## src/rtl/pc_fetch_unit.sv

```systemverilog
// IF-stage program counter and fetch sequencer.
// Issues valid/ready fetches at the current PC and fills the IF/DOF
// instruction register. Mux redirects beat stalls. A redirect that arrives
// while a fetch is still waiting for memory parks the target and squashes
// that fetch when it completes.
module pc_fetch_unit #(
    parameter int                ADDR_W   = 16,
    parameter int                INSTR_W  = 32,
    parameter logic [ADDR_W-1:0] RESET_PC = '0
) (
    input  logic               clk,
    input  logic               rst,
    input  logic               redirect,
    input  logic [ADDR_W-1:0]  redirect_pc,
    input  logic               stall,
    output logic [ADDR_W-1:0]  pc,
    output logic [ADDR_W-1:0]  pc_1,
    output logic               imem_req,
    output logic [ADDR_W-1:0]  imem_addr,
    input  logic               imem_ready,
    input  logic [INSTR_W-1:0] imem_rdata,
    output logic [INSTR_W-1:0] ir,
    output logic               ir_valid,
    output logic [ADDR_W-1:0]  ir_pc_1
);

    localparam logic [1:0] S_BOOT   = 2'd0;
    localparam logic [1:0] S_FETCH  = 2'd1;
    localparam logic [1:0] S_HOLD   = 2'd2;
    localparam logic [1:0] S_SQUASH = 2'd3;

    logic [1:0]         state_q,    state_d;
    logic [ADDR_W-1:0]  pc_q,       pc_d;
    logic [INSTR_W-1:0] ir_q,       ir_d;
    logic               ir_valid_q, ir_valid_d;
    logic [ADDR_W-1:0]  ir_pc_1_q,  ir_pc_1_d;
    logic [ADDR_W-1:0]  tgt_q,      tgt_d;
    logic [INSTR_W-1:0] skid_q,     skid_d;

    // Outputs: the request is live in FETCH and SQUASH; the address is
    // always the registered PC, so it stays stable until the transfer.
    assign pc        = pc_q;
    assign pc_1      = pc_q + {{(ADDR_W-1){1'b0}}, 1'b1};
    assign imem_req  = (state_q == S_FETCH) || (state_q == S_SQUASH);
    assign imem_addr = pc_q;
    assign ir        = ir_q;
    assign ir_valid  = ir_valid_q;
    assign ir_pc_1   = ir_pc_1_q;

    // Next-state logic; redirect is tested before stall in every state.
    always_comb begin
        state_d    = state_q;
        pc_d       = pc_q;
        ir_d       = ir_q;
        ir_valid_d = ir_valid_q;
        ir_pc_1_d  = ir_pc_1_q;
        tgt_d      = tgt_q;
        skid_d     = skid_q;
        case (state_q)
            S_BOOT: state_d = S_FETCH;
            S_FETCH: begin
                if (redirect) begin
                    ir_valid_d = 1'b0;
                    if (imem_ready) begin
                        pc_d = redirect_pc;
                    end else begin
                        // Fetch still outstanding: keep the address stable
                        // and discard its data when it arrives.
                        tgt_d   = redirect_pc;
                        state_d = S_SQUASH;
                    end
                end else if (imem_ready) begin
                    pc_d = pc_1;
                    if (!stall) begin
                        ir_d       = imem_rdata;
                        ir_valid_d = 1'b1;
                        ir_pc_1_d  = pc_1;
                    end else begin
                        // ir is frozen by the stall; park the word.
                        skid_d  = imem_rdata;
                        state_d = S_HOLD;
                    end
                end else if (!stall) begin
                    ir_valid_d = 1'b0;
                end
            end
            S_HOLD: begin
                if (redirect) begin
                    ir_valid_d = 1'b0;
                    pc_d       = redirect_pc;
                    state_d    = S_FETCH;
                end else if (!stall) begin
                    // pc already advanced past the skid word, so it is
                    // exactly that word's PC+1.
                    ir_d       = skid_q;
                    ir_valid_d = 1'b1;
                    ir_pc_1_d  = pc_q;
                    state_d    = S_FETCH;
                end
            end
            S_SQUASH: begin
                ir_valid_d = 1'b0;
                if (imem_ready) begin
                    pc_d    = redirect ? redirect_pc : tgt_q;
                    state_d = S_FETCH;
                end else if (redirect) begin
                    tgt_d = redirect_pc;
                end
            end
            default: state_d = S_BOOT;
        endcase
    end

    // State registers with asynchronous reset.
    always_ff @(posedge clk or posedge rst) begin
        if (rst) begin
            state_q    <= S_BOOT;
            pc_q       <= RESET_PC;
            ir_q       <= '0;
            ir_valid_q <= 1'b0;
            ir_pc_1_q  <= '0;
            tgt_q      <= '0;
            skid_q     <= '0;
        end else begin
            state_q    <= state_d;
            pc_q       <= pc_d;
            ir_q       <= ir_d;
            ir_valid_q <= ir_valid_d;
            ir_pc_1_q  <= ir_pc_1_d;
            tgt_q      <= tgt_d;
            skid_q     <= skid_d;
        end
    end

endmodule

```

## config.mk

```make
export PLATFORM = sky130hd
export DESIGN_NAME = pc_fetch_unit
export DESIGN_NICKNAME = d
export VERILOG_FILES = /design/src/rtl/pc_fetch_unit.sv
export SDC_FILE = /design/constraint.sdc
export NUM_CORES = 1
export LEC_CHECK = 0
export ABC_AREA = 1
export BUFFER_PORTS_ARGS = -buffer_cell sky130_fd_sc_hd__buf_2
export CORE_ASPECT_RATIO = 1.2
export CORE_MARGIN = 1.5
export CORE_UTILIZATION = 40
export DETAILED_ROUTE_END_ITERATION = 10
export GPL_ROUTABILITY_DRIVEN = 0
export PLACE_DENSITY_LB_ADDON = 0.25
export SLEW_MARGIN = 20
export SYNTH_ARGS = -nofsm -noshare
export SYNTH_HDL_FRONTEND = slang
export SYNTH_SLANG_ARGS = --single-unit
```

## constraint.sdc

```tcl
create_clock -name clk -period 4.6 [get_ports clk]
set_input_delay 0.23 -clock clk [delete_from_list [all_inputs] [get_ports clk]]
set_output_delay 0.23 -clock clk [all_outputs]
set_load 0.03 [all_outputs]
```

==> flow_summary.ini <==
[timing]
fmax_ghz = 0.338
grt_setup_unrepaired = no
worst_slack_ps = 1640
fin_setup_tns_ps = 0
worst_slew_pin_slew_ps = 956
hold_violations = 0
finalSetupViolCount = 0
finClkSkew_ps = 9.96
max-slew-margin-rel = 0.363
finalCritPeriodShare = 0.642
whs_ps = 13.8
layout_min_cycle_time_ps = 2960
slew_viol_final = 0

[layout]
fillers = 1349
fin_area_sq_um = 7000
fin_nets = 851
drive_gt1_frac = 0.284
mostFrequentLayoutCells = 192 x nand2_1, 150 x buf_2, 115 x dfrtp_1
syn2layout_area_growth_pct = 21.9
layout_commonest_cell = nand2_1
regArea_sq_um = 2880
stdcell_count = 981
antenna_cells = 0
final_core_util = 0.504
multiInputGateArea_sq_um = 2460

[cts]
clock-sinks = 115
clk_latency_ps = 420
cts_max_level = 4
clkSlewWorstSetupHoldPaths_ps = 60
clock-root-buffer = clkbuf_16
cts_tree = done
post_cts.repair.setup_buffers = 0
clockBufferDepth = 2
hold_buffers = 0
ctsResizeCount = 0
numCtsBuffers = 17

[placed_design]
dp.cells = 949
placed_cell_area_sq_um = 6420
hpwlAfterDp_mm = 10.8
dp_slack_ps = 1590
port_buffers = 150

[floorplan]
initial_core_util = 0.414
die_w_um = 112
die_y_um = 134
ios = 151
core_sq_um = 13900
die_area_sq_um = 15100
rows = 47

[logic_synthesis]
syn_nets = 733
synthCells = 679
syn_area_per_cell_sq_um = 8.45
synth_top_cell_area_share = 0.501
synth_seq_cells = 115
synth_area_leaders = dfrtp_1 50%, nand2_1 13%, nor2_1 6.7%
syn-cell-area_sq_um = 5740
yosysSeqAreaShare = 0.501
synth_cell_type_count = 32
yosys_warnings = 0
yosysTopAreaCell = dfrtp_1

[setup_path]
worstPathRequired_ps = 4850
worstPathMaxFanout = 76
cp-startpoint = redirect
crit_family = buffers and inverters
critPathMaxStageDelay_ps = 840
path_buf_inv = 3
rr_worst_depth = 7
path_cells = buf_2, clkinv_1, nand2_1, nand2_1, nand3_2, clkinv_2, nor2_1, a31oi_1
cp-end-kind = register
rrSetupSlack_ps = 1850
path_depth = 8
cp_common_cell = nand2_1
crit_end = ir[30]
worst_ep_arrival_time_ps = 3200
crit_type = in2reg
cpMaxStageDelayCell = clkinv_2
startpoint_type = primary input
reg2reg_from = state_q[0]
reg2reg_to = ir[30]

[global_route]
grt_usage = 0.212
first_global_vias = 4992
overflow = 0
antenna_found_initial = 0
grt_max_degree = 78
grt_pass1_wl_mm = 25.3

[detailed_routing]
routed_via_density = 5.37
first_pass_iters = 11
wl_per_cell_um = 16.3
vias = 5271
drt_iter0_markers = 451
finalWirelength_mm = 16.0
remaining_drc_errors = 14
ant_nets = 0

[power]
powerDensity_nw_per_um2 = 844
p_leak_nw = 3.37
peakVddDrop_v = 0.000378
finalPower_mw = 5.91

[job]
drv_cap = 0

[status]
status = finished with violations
violations = DRC

[hold_path]
hold_path_class = in2async
==> how the worst min path moves through the flow <==
stage | to | slack, ps | cells past startpoint
2_1_floorplan | skid_q[23] | 360 | 1
3_3_place_gp | ir_pc_1[9] | 460 | 2
3_5_place_dp | ir_pc_1[13] | 460 | 2
4_1_cts | skid_q[11] | 50 | 2
5_1_grt | skid_q[4] | 50 | 2
6_report | skid_q[26] | 10 | 2
==> state kept, by name, indices dropped and copies added (netlist names) <==
signal	flops
imem_addr	16
ir	32
state_q	2
ir_pc_1	16
skid_q	32
tgt_q	16
ir_valid	1
==> power by group <==
part	internal, mW	switching, mW	leakage [nW]
combinational	0.822	1.90	1.77
sequential	1.51	0.401	1.32
clock	0.756	0.517	0.278
==> Yosys cell counts (all sizes together) <==
master / count
ha: 1
a311o: 1
clkinv: 1
a41oi: 1
inv: 23
clkbuf: 17
buf: 38
nand3: 12
xor2: 6
o21ai: 17
nor3: 11
xnor2: 2
dfrtp: 115
mux2: 32
nand3b: 1
nand2: 193
a31oi: 40
or2: 1
o22a: 12
a21oi: 45
nor2: 104
nand4: 3
o211ai: 3
==> per-layer routing <==
metal / track usage / share of wire / vias up
met1: 0.263 / 0.42 / 2568
met2: 0.355 / 0.49 / 201
met3: 0.0542 / 0.067 / 32
li1: - / - / 2470
met5: 0 / 0 / -
met4: 0.0865 / 0.026 / 0
==> worst register-to-register path, cell delays in order, from the launching register on <==
cell      delay [ps]
dfrtp_1          490
inv_2            110
nor2_1           250
nand2_1          100
nand3_2          330
clkinv_2         850
nor2_1           390
a31oi_1           70
==> layout make-up <==
| type | count | share of cell area |
|---|---|---|
| Sequential cell | 115 | 0.411 |
| Multi-Input combinational cell | 485 | 0.351 |
| Timing Repair Buffer | 154 | 0.112 |
| Clock buffer | 17 | 0.0608 |
| Tap cell | 171 | 0.0306 |
| Clock inverter | 15 | 0.0207 |
| Inverter | 24 | 0.0134 |
==> cell families after synthesis <==
family          synth area share
simple gates               0.225
buf+inv                   0.0728
compound gates             0.123
fa+ha+maj                0.00218
mux                       0.0628
flops                      0.501
xor+xnor                  0.0122
(Power assumes the default switching activity.)
